--- config.mk ---
export PLATFORM = sky130hd
export DESIGN_NAME = qam16_demodulator
export DESIGN_NICKNAME = d
export VERILOG_FILES = /design/src/rtl/qam16_pkg.sv /design/src/rtl/qam_carrier_lut.sv /design/src/rtl/qam16_demodulator.sv
export SDC_FILE = /design/constraint.sdc
export NUM_CORES = 1
export LEC_CHECK = 0
export ABC_AREA = 1
export BUFFER_PORTS_ARGS = -buffer_cell sky130_fd_sc_hd__buf_2
export CELL_PAD_IN_SITES_DETAIL_PLACEMENT = 0
export CELL_PAD_IN_SITES_GLOBAL_PLACEMENT = 1
export CORE_AREA = 2 2 207 209
export DETAILED_ROUTE_END_ITERATION = 12
export DIE_AREA = 0 0 209 211
export PLACE_DENSITY = 0.78
export SETUP_SLACK_MARGIN = 0.5
export SLEW_MARGIN = 0
export SYNTH_ARGS = -nofsm -noshare
export SYNTH_HDL_FRONTEND = slang
export SYNTH_SLANG_ARGS = --single-unit
--- constraint.sdc ---
create_clock -name clk -period 17.7 [get_ports clk]
set_clock_uncertainty 0.05 [all_clocks]
set_input_delay 0.885 -clock clk [delete_from_list [all_inputs] [get_ports clk]]
set_output_delay 0.885 -clock clk [all_outputs]
set_load 0.05 [all_outputs]
--- src/rtl/qam16_pkg.sv ---
// Shared constants, level/dibit mapping and slicer for the 16-QAM receiver.
// Decision boundaries sit midway between the ideal +/-1 and +/-3 correlation sums.
package qam16_pkg;
  localparam int IN_W     = 13;
  localparam int CW_W     = 10;
  localparam int CARR_LEN = 16;
  localparam int SYM_LEN  = 64;
  localparam int ACC_W    = 30;
  localparam int PROD_W   = IN_W + CW_W;

  localparam logic signed [ACC_W-1:0] THRESH  = 30'sd16711744;
  localparam logic signed [ACC_W-1:0] NTHRESH = -THRESH;

  localparam logic signed [2:0] LVL_M3 = -3'sd3;
  localparam logic signed [2:0] LVL_M1 = -3'sd1;
  localparam logic signed [2:0] LVL_P1 = 3'sd1;
  localparam logic signed [2:0] LVL_P3 = 3'sd3;

  typedef enum logic {IDLE, RUN} state_t;

  // Exact ties land on the upper level.
  function automatic logic signed [2:0] slice_lvl(input logic signed [ACC_W-1:0] s);
    if (s >= THRESH)       return LVL_P3;
    else if (!s[ACC_W-1])  return LVL_P1;
    else if (s >= NTHRESH) return LVL_M1;
    else                   return LVL_M3;
  endfunction

  function automatic logic [1:0] lvl2dibit(input logic signed [2:0] l);
    case (l)
      LVL_P3:  return 2'b11;
      LVL_P1:  return 2'b10;
      LVL_M1:  return 2'b01;
      default: return 2'b00;
    endcase
  endfunction

  function automatic logic signed [2:0] dibit2lvl(input logic [1:0] d);
    case (d)
      2'b11:   return LVL_P3;
      2'b10:   return LVL_P1;
      2'b01:   return LVL_M1;
      default: return LVL_M3;
    endcase
  endfunction
endpackage

--- src/rtl/qam_carrier_lut.sv ---
// Combinational cos/sin ROM, 16 points per period, amplitude 511.
// sin is read from the cos table a quarter period back.
module qam_carrier_lut import qam16_pkg::*; (
  input  logic [$clog2(CARR_LEN)-1:0] phase,
  output logic signed [CW_W-1:0]      cos_w,
  output logic signed [CW_W-1:0]      sin_w
);
  localparam int PH_W = $clog2(CARR_LEN);

  function automatic logic signed [CW_W-1:0] cos_tab(input logic [PH_W-1:0] k);
    case (k)
      4'd0:    return  10'sd511;
      4'd1:    return  10'sd472;
      4'd2:    return  10'sd361;
      4'd3:    return  10'sd196;
      4'd4:    return  10'sd0;
      4'd5:    return -10'sd196;
      4'd6:    return -10'sd361;
      4'd7:    return -10'sd472;
      4'd8:    return -10'sd511;
      4'd9:    return -10'sd472;
      4'd10:   return -10'sd361;
      4'd11:   return -10'sd196;
      4'd12:   return  10'sd0;
      4'd13:   return  10'sd196;
      4'd14:   return  10'sd361;
      default: return  10'sd472;
    endcase
  endfunction

  assign cos_w = cos_tab(phase);
  assign sin_w = cos_tab(phase - PH_W'(CARR_LEN/4));
endmodule

--- src/rtl/qam16_demodulator.sv ---
// Coherent 16-QAM receiver: per-rail integrate-and-dump correlators, 4-level slicer
// and a 4-bit MSB-first serializer clocked by the sample strobe.
module qam16_demodulator import qam16_pkg::*; (
  input  logic                   clk,
  input  logic                   rst,
  input  logic                   sample_en,
  input  logic signed [IN_W-1:0] rx_in,
  input  logic                   sym_sync,
  output logic [1:0]             SigI,
  output logic [1:0]             SigQ,
  output logic signed [2:0]      Siga,
  output logic signed [2:0]      Sigb,
  output logic                   sym_valid,
  output logic                   bit_out,
  output logic                   bit_valid,
  output logic                   lock
);
  localparam int NUM_RAILS = 2;
  localparam int PH_W      = $clog2(CARR_LEN);
  localparam int SC_W      = $clog2(SYM_LEN);
  localparam int DIV_W     = $clog2(SYM_LEN/4);

  state_t                           state, state_nx;
  logic [PH_W-1:0]                  phase, lut_ph;
  logic [SC_W-1:0]                  scnt;
  logic [NUM_RAILS-1:0][CW_W-1:0]   coef;
  logic [NUM_RAILS-1:0][PROD_W-1:0] prod;
  logic [NUM_RAILS-1:0][ACC_W-1:0]  pext, acc, sum;
  logic [NUM_RAILS-1:0][2:0]        lvl;
  logic [NUM_RAILS-1:0][1:0]        dib;
  logic                             sync_hit, run_hit, sym_end;
  logic [2:0]                       sh;
  logic [1:0]                       pend;
  logic [DIV_W-1:0]                 div;

  assign sync_hit = sample_en & sym_sync;
  assign run_hit  = sample_en & ~sym_sync & (state == RUN);
  assign sym_end  = run_hit & (scnt == SC_W'(SYM_LEN-1));
  // A sync sample is always n=0, even when it interrupts a symbol.
  assign lut_ph   = sync_hit ? '0 : phase;

  qam_carrier_lut u_lut (.phase(lut_ph), .cos_w(coef[0]), .sin_w(coef[1]));

  for (genvar r = 0; r < NUM_RAILS; r++) begin : g_rail
    logic signed [PROD_W-1:0] rx_ext, cw_ext;
    assign rx_ext  = {{CW_W{rx_in[IN_W-1]}}, rx_in};
    assign cw_ext  = {{IN_W{coef[r][CW_W-1]}}, coef[r]};
    assign prod[r] = rx_ext * cw_ext;
    assign pext[r] = {{(ACC_W-PROD_W){prod[r][PROD_W-1]}}, prod[r]};
    assign sum[r]  = acc[r] + pext[r];
    assign lvl[r]  = slice_lvl(sum[r]);
    assign dib[r]  = lvl2dibit(lvl[r]);
  end

  always_comb begin
    state_nx = state;
    case (state)
      IDLE:    if (sync_hit) state_nx = RUN;
      RUN:     state_nx = RUN;
      default: state_nx = IDLE;
    endcase
  end

  always_ff @(posedge clk) begin
    if (rst) begin
      state     <= IDLE;
      phase     <= '0;
      scnt      <= '0;
      acc       <= '0;
      SigI      <= '0;
      SigQ      <= '0;
      Siga      <= '0;
      Sigb      <= '0;
      sym_valid <= 1'b0;
      lock      <= 1'b0;
    end else begin
      state     <= state_nx;
      sym_valid <= 1'b0;
      if (sync_hit) begin
        acc   <= pext;
        phase <= PH_W'(1);
        scnt  <= SC_W'(1);
      end else if (run_hit) begin
        phase <= phase + PH_W'(1);
        if (sym_end) begin
          acc       <= '0;
          scnt      <= '0;
          SigI      <= dib[0];
          SigQ      <= dib[1];
          Siga      <= lvl[0];
          Sigb      <= lvl[1];
          sym_valid <= 1'b1;
          lock      <= 1'b1;
        end else begin
          acc  <= sum;
          scnt <= scnt + SC_W'(1);
        end
      end
    end
  end

  // Serializer: load on symbol end, then one shift per SYM_LEN/4 strobes, three shifts max.
  always_ff @(posedge clk) begin
    if (rst) begin
      sh        <= '0;
      pend      <= '0;
      div       <= '0;
      bit_out   <= 1'b0;
      bit_valid <= 1'b0;
    end else begin
      bit_valid <= 1'b0;
      if (sym_end) begin
        sh        <= {dib[0][0], dib[1]};
        bit_out   <= dib[0][1];
        bit_valid <= 1'b1;
        pend      <= 2'd3;
        div       <= '0;
      end else if (sync_hit) begin
        div <= '0;
      end else if (sample_en) begin
        if (div == DIV_W'(SYM_LEN/4-1)) begin
          div <= '0;
          if (pend != 2'd0) begin
            bit_out   <= sh[2];
            sh        <= {sh[1:0], 1'b0};
            bit_valid <= 1'b1;
            pend      <= pend - 2'd1;
          end
        end else begin
          div <= div + DIV_W'(1);
        end
      end
    end
  end
endmodule

==> results of run 1 <==
## synth_stat cells (33+ instances only)
master                     instances
sky130_fd_sc_hd__a21oi_1         105
sky130_fd_sc_hd__o21ai_0          69
sky130_fd_sc_hd__clkbuf_1         45
sky130_fd_sc_hd__xnor2_1          33
sky130_fd_sc_hd__nand3_1         120
sky130_fd_sc_hd__xor2_1           42
sky130_fd_sc_hd__dfxtp_1          90
sky130_fd_sc_hd__fa_1            232
sky130_fd_sc_hd__nand2_1         637
sky130_fd_sc_hd__ha_1            181
sky130_fd_sc_hd__inv_1           514
sky130_fd_sc_hd__nor2_1          305
## worst max-delay path: cells and delay by family
kind	cells	cell delay, ns
AO/OA/AOI/OAI	4	0.58
XOR/XNOR	1	0.55
adder cells (fa/ha/maj)	8	3.81
buffers and inverters	12	1.60
AND/OR/NAND/NOR	23	3.17
## flip-flops by register name, indices dropped and copies added (netlist names), 2 cells and up
signal / flops
Siga: 3
Sigb: 2
acc: 60
div: 4
pend: 2
phase: 4
scnt: 6
sh: 3
## final timing paths
check | endpoint | startpoint | slack [ns]
setup / recovery | Sigb[1]$_SDFFE_PP0P_ | sample_en | 7.27
hold / removal | SigI[1]$_SDFFE_PP0P_ | SigI[1]$_SDFFE_PP0P_ | 0.41
setup reg to reg | Sigb[1]$_SDFFE_PP0P_ | phase[2]$_SDFFE_PP0P_ | 8.21
hold reg to reg | SigI[1]$_SDFFE_PP0P_ | SigI[1]$_SDFFE_PP0P_ | 0.41
## logic make-up after synthesis
kind of cell | after synthesis
xor+xnor | 75
buf+inv | 604
compound gates | 312
flops | 90
fa+ha+maj | 413
simple gates | 1183
## area by class of cell
cell class	instances	area, sq um	area share [%]
Sequential cell	90	1800	9.25
Tap cell	539	674	3.46
Timing Repair Buffer	37	203	1.04
Multi-Input combinational cell	1983	14400	74.2
Inverter	545	2060	10.6
Clock buffer	9	225	1.16
Clock inverter	7	63.8	0.328
## through the flow
| stage | setup WS (ns) | utilization (%) | instance area, sq um | instances |
|---|---|---|---|---|
| finish | 7.27 | 46.6 | 19500 | 3210 |
| CTS | 7.15 | 46.6 | 19500 | 3210 |
| global placement | 7.00 | 45.9 | 19200 | 3194 |
| floorplan | 9.12 | - | 18600 | 2677 |
| global route | 6.35 | 46.6 | 19500 | 3210 |
| detailed placement | 6.77 | 45.9 | 19200 | 3194 |
## per-layer routing
metal	vias to the layer above	track usage, %	part of all wire (%)
met5	-	0	0
met4	0	7.02	2.8
met3	83	2.59	4.9
met2	443	43.1	46
met1	8251	34.8	46
li1	8288	-	-
==> reports/summary.md, run 1 <==
For the number of buffers created by CTS, the log shows 9. The flow ran to the end, and the final reports show no timing, DRC or antenna violations. For this design, the sink count on the clock tree is 90. The critical setup path kind is primary input to register. The largest single stage delay on the critical path is 0.58 ns. Summing the areas of all and, or, nand and nor instances in the mapped netlist gives 26.8% of the synthesized area. The synthesized netlist contains 61 unique library cells. The number of antenna diodes in the final layout is 0. The count of buffers added on input and output ports is 30.

The post-synthesis share of cell area spent on full adders, half adders and majority gates was 37.2%. The logs give 17.91 ns for the worst path required time and 0 for the final number of hold-violating endpoints. Area of the die: 44,100 sq um. The number of global-route vias before repair is 17,200. Dominant cell type by count on the critical path: sky130_fd_sc_hd__nand2_1. Setup violations remaining at the end of the flow were counted as 0. Once detail routing completed, the nets flagged for antenna violations numbered 0. The via count of the routed design is 17,100. The core region is 41,800 sq um. Entering global routing, the biggest net connects 39 pins. The fraction of the mapped netlist area in compound gates came out at 10.2%. The path category of the worst min-delay check is register to register.

After detailed routing, the number of remaining DRC violations is 0. Across the run, the number of max-cap violations was 0. The area share of xor/xnor cells in the synthesized design is 3.53%.

Setup repair after global routing left no endpoint under its margin. A synthesized cell averages 6.94 sq um. The count of pins on the block boundary came out at 31.

Counting flops with a built-in enable in the synthesized netlist gives 0. The most common cell after layout, fill and taps aside is sky130_fd_sc_hd__nand2_1. The cell count after synthesis was 2,677. The worst setup path is captured at a register. Measured against its own limit, the worst slew margin works out to 24.9%. After layout, the minimum clock period comes to 10.43 ns. Once the floorplan was initialized, standard cells occupied 44.5% of the core. Across all hold checks on the routed design, the worst slack comes to 0.414 ns.

Measured along the y axis, the die boundary spans 211 microns. The run gives 44,800 microns as the estimated wirelength of the detail-placed design. The mapped netlist covers 18,600 sq um. Global routing used 25.5% of the available tracks across all layers. After floorplanning, the core was divided into 75 placement rows. The violation count after the first detailed-routing iteration is 956. Among all flip-flop cells after synthesis, the most frequent one is sky130_fd_sc_hd__dfxtp_1. For this run, asynchronously set or reset flops after synthesis account for 0%.

The library cell used as clock root buffer was sky130_fd_sc_hd__clkbuf_16. The run gives 0 as the total congestion overflow after global routing. TritonCTS built the clock tree. In this run the number of H-tree levels came out at 3.

In the layout the commonest cells are sky130_fd_sc_hd__nand2_1, sky130_fd_sc_hd__inv_1, sky130_fd_sc_hd__nor2_1, sky130_fd_sc_hd__fa_1, sky130_fd_sc_hd__ha_1. For the number of synthesis warnings, the log shows 0. For the total count of max-transition violations in the final report, the log shows 0. Measured against the total synthesized area, the mux share comes to 0%.

The synthesis-stage register bit count works out to 90. Synthesis produced a netlist with a net count of 3,107. After routing, the total negative slack on setup checks comes to 0 ns.

The worst hold path was traced through 2 stages. Sequential elements use 9.70% of the synthesized area. Highest-delay cell along the critical path: sky130_fd_sc_hd__fa_1.

The number of setup buffers added after CTS was 0. Data arrival time of the critical path: 10.64 ns. The number of antenna violations at the first check in global routing is 0, and the per-cell via count in the routed design is 5.32.

The share of the cycle needed by the critical path after routing came out at 58.9%. The share of final-layout standard cells stronger than drive strength 1 is 5.17%. The first detailed-routing pass ran for 7 iterations. Summed over its instances, the top area cell type makes up 25.0% of the synthesized netlist area. In this run, post-CTS repair resized a total of 0 instances. For the total length of routed wires, the log shows 54,700 microns. After synthesis, the largest family of logic cells by area is adder cells. The clock reaches the later pin of the worst-skew pair after 0.37 ns. The filler cells instantiated in the layout total 4,357. The die is 209 microns wide. STA classifies the critical path startpoint as a primary input. The achievable frequency was 95.9 MHz; the clock tree buffer depth was 2. Of all cell types, the one taking the most synthesized area is sky130_fd_sc_hd__fa_1. The first global-routing pass estimated 89,500 microns of wire. The maximum net fanout on the critical path is 38. Relative to the synthesized area, the layout overhead comes to 4.78%. The tools report the count of hold-fix buffers inserted at cts as 0. Average wire per cell in the routed design: 17.1 microns. The clock transition time at the flip-flop clock pins of the worst setup and hold paths is 0.07 ns, and the layout net count is 3,096.

At the pin with the least slew margin, the transition time is 1.12 ns. By area the synthesized netlist is led by sky130_fd_sc_hd__fa_1, sky130_fd_sc_hd__nand2_1, sky130_fd_sc_hd__ha_1. The final RePlAce weighted congestion was 0.931; the number of cells on the worst reg-to-reg path was 43.
Power of run 1 is left out: the tool's default activity adds up to more than one toggle a clock period on the data nets, which glitch-free logic cannot reach.
==> run 2: changes to the inputs <==
- CORE_AREA: 2 2 207 209 -> 2 2 209 211
- DIE_AREA: 0 0 209 211 -> 0 0 211 213
- PLACE_DENSITY: 0.78 -> 0.8
- clock period: 17.7 -> 8.8 ns (I/O delays scaled with it)
==> run 2 against run 1 <==
  * Register-to-register slack worse by 7.4 ns
  * Die area up 1.9%
  * Critical path depth unchanged
  * Non-clock buffer count up 113
  * Sequential share of layout area down 0.83 points
  * Worst hold slack better by 0.0056 ns
  * First-iteration DRC count up 2.4%
  * Clock-buffer cell count up 2
  * Sequential cell count unchanged
  * Worst setup slack worse by 6.4 ns
  * Wire length up 2.7%
  * Global-route usage down 0.085 points
  * Critical path type unchanged
==> reports/summary.md, run 2 (same netlist as run 1, synthesis figures left out) <==
The final antenna-violating net count came out at 0 (unchanged). The relative slew slack is 45.6% (+21 points). The total congestion overflow after global routing came out at 0 (unchanged). The maximum number of pins on one net before global-route repair was 59 (+51%).

The logs give 90 (unchanged) for the count of clock tree sinks and 0 (unchanged) for the final setup violation count. From synthesis to final layout, the design area changed by 15.8%. The run gives 7 (unchanged) as the number of search-and-repair iterations in the first detailed-routing pass.

The violation count after the first detailed-routing iteration was 979 (+2.4%); the clock latency on the worst-skew pair was 0.37 ns (about the same). The number of antenna violations at the first check in global routing is 0 (unchanged), and the post-route minimum period is 7.96 ns. The share of the cycle needed by the critical path after routing came out at 90.5%. Per-cell via count in the routed design: 5.19 (-2.4%). For the area of the core, the log shows 42,700 sq um (+2.2%).

The number of buffers and inverters on the critical path is 14 (+2). The estimated wirelength of the detail-placed design was 45,500 microns (+1.6%); the maximum net fanout on the critical path was 6 (-84%). The worst setup path is launched from a primary input.

The tools report the final number of hold-violating endpoints as 0 (unchanged). The data arrival time of the critical path was 8.22 ns (-2.42 ns). Total count of max-transition violations in the final report: 0 (unchanged). The longest individual stage delay on the worst path was 0.61 ns (+0.03 ns). The run finished with clean final reports.

The level count of the clock H-tree was 3 (unchanged); the number of global-route vias before repair was 17,500 (+1.7%). The worst path required time came out at 9.06 ns (-8.85 ns). The library cell used most frequently in the layout, excluding fill and tap cells, is sky130_fd_sc_hd__nand2_1. Number of buffers added on ports: 30 (unchanged).

For the number of DRC violations after detailed routing, the log shows 0 (unchanged). The transition at the pin with the smallest max-transition slack came out at 0.813 ns (-0.310 ns). Number of rows in the core area: 76 (+1.3%). The largest registers in the layout are acc (60), scnt (6). The wire length of the first global-routing pass came out at 90,000 microns (+0.62%).

The total length of routed wires was 56,200 microns (+2.7%); the total inserted antenna cells was 0 (unchanged). Based on the critical path, the design can be clocked at up to 126 MHz. Filler cell count in the final layout: 4,306 (-1.2%). The total placed instance area was 19,800 sq um (+3.3%).

The share of final-layout standard cells stronger than drive strength 1 came out at 16.6% (+11 points). Library cell used as clock root buffer: sky130_fd_sc_hd__clkbuf_16. The layout net count is 3,209 (+3.6%). The area of all placed cells without fillers is 21,500 sq um (+11%), and the count of hold-fix buffers inserted at cts is 0 (unchanged). The slowest stage of the critical path is the sky130_fd_sc_hd__fa_1 cell.

The cell that appears most often on the critical path is sky130_fd_sc_hd__nand2_1. Kind of cell adding the most delay to the critical path: adder cells. Count of pins on the block boundary: 31 (unchanged). Counting flops per register, the top entry is acc. The tightest min-delay check is of the register to register type.

The final RePlAce weighted congestion was 0.969 (+4.2%); the die outline width was 211 microns (+0.96%). The number of flip-flops in the largest register is 60 (unchanged). STA classifies the critical path endpoint as a register. Setup repair after global routing could not meet its margin everywhere. The area of the die was 44,900 sq um (+1.9%). The via count of the routed design came out at 17,300 (+1.2%). The average wire per cell in the routed design came out at 16.9 microns (-1.0%).

The count of maximum capacitance violations was 0 (unchanged); the die extent in y was 213 microns (+0.95%). Leaving out fill and tap cells, the most frequent cells in the layout are sky130_fd_sc_hd__nand2_1, sky130_fd_sc_hd__inv_1, sky130_fd_sc_hd__nor2_1, sky130_fd_sc_hd__fa_1, sky130_fd_sc_hd__ha_1. Critical setup path kind: primary input to register. The clock tree buffer depth was 2 (unchanged).

TritonCTS built the clock tree. The total global routing track utilization was 25.4% (-0.085 points). The clock transition time at the flip-flop clock pins of the worst setup and hold paths was 0.07 ns (about the same); the number of buffers created by CTS was 9 (unchanged). Initial core utilization: 43.5% (-0.98 points).
## run 2: per-stage QoR
step	instances	TNS [ns]	worst slack (ns)	hold slack, ns	util (%)
global route	3330	0	0.390	0.445	50.4
CTS	3302	0	0.499	0.387	47.4
detailed placement	3284	-0.559	-0.219	0.410	46.4
finish	3330	0	0.839	0.419	50.4
floorplan	2677	0	0.664	0.399	-
global placement	3284	-0.443	-0.227	0.401	46.4
## run 2: worst min-delay path, cell delays in order, from the launching register on
cell,delay [ns]
sky130_fd_sc_hd__dfxtp_1,0.31
sky130_fd_sc_hd__nand2_1,0.06
sky130_fd_sc_hd__a21oi_1,0.05
## run 2: repair_timing
action,in CTS,in global routing
endpoints found under the setup margin,13,37
gates cloned,0,0
setup buffers,2,28
gates resized for setup,30,249
pin swaps,3,68
## run 2: worst paths after layout
path	start	end	slack, ns	cells past startpoint
worst min-delay path	SigQ[1]$_SDFFE_PP0P_	SigQ[1]$_SDFFE_PP0P_	0.42	2
worst max-delay path	sym_sync	Siga[1]$_SDFFE_PP0P_	0.84	48
worst max register to register	phase[1]$_SDFFE_PP0P_	Siga[1]$_SDFFE_PP0P_	0.84	46
worst min register to register	SigQ[1]$_SDFFE_PP0P_	SigQ[1]$_SDFFE_PP0P_	0.42	2
## run 2: layout make-up
type	count	area (sq um)	share of cell area (%)
clock buffers	11	243	1.13
well taps	546	683	3.17
repair buffers	150	1080	5.00
flip-flops and latches	90	1810	8.43
clock inverters	5	62.6	0.291
multi-input cells	1983	15500	72.3
inverters	545	2090	9.72
## run 2: metal layers
layer | vias up | global-route usage (%) | wire, microns
li1 | 8511 | - | -
met1 | 8254 | 34.4 | 26200
met2 | 412 | 42.4 | 25800
met3 | 94 | 2.50 | 2470
met4 | 0 | 8.74 | 1690
met5 | - | 0 | 0
Power of run 2 is left out for the same reason.
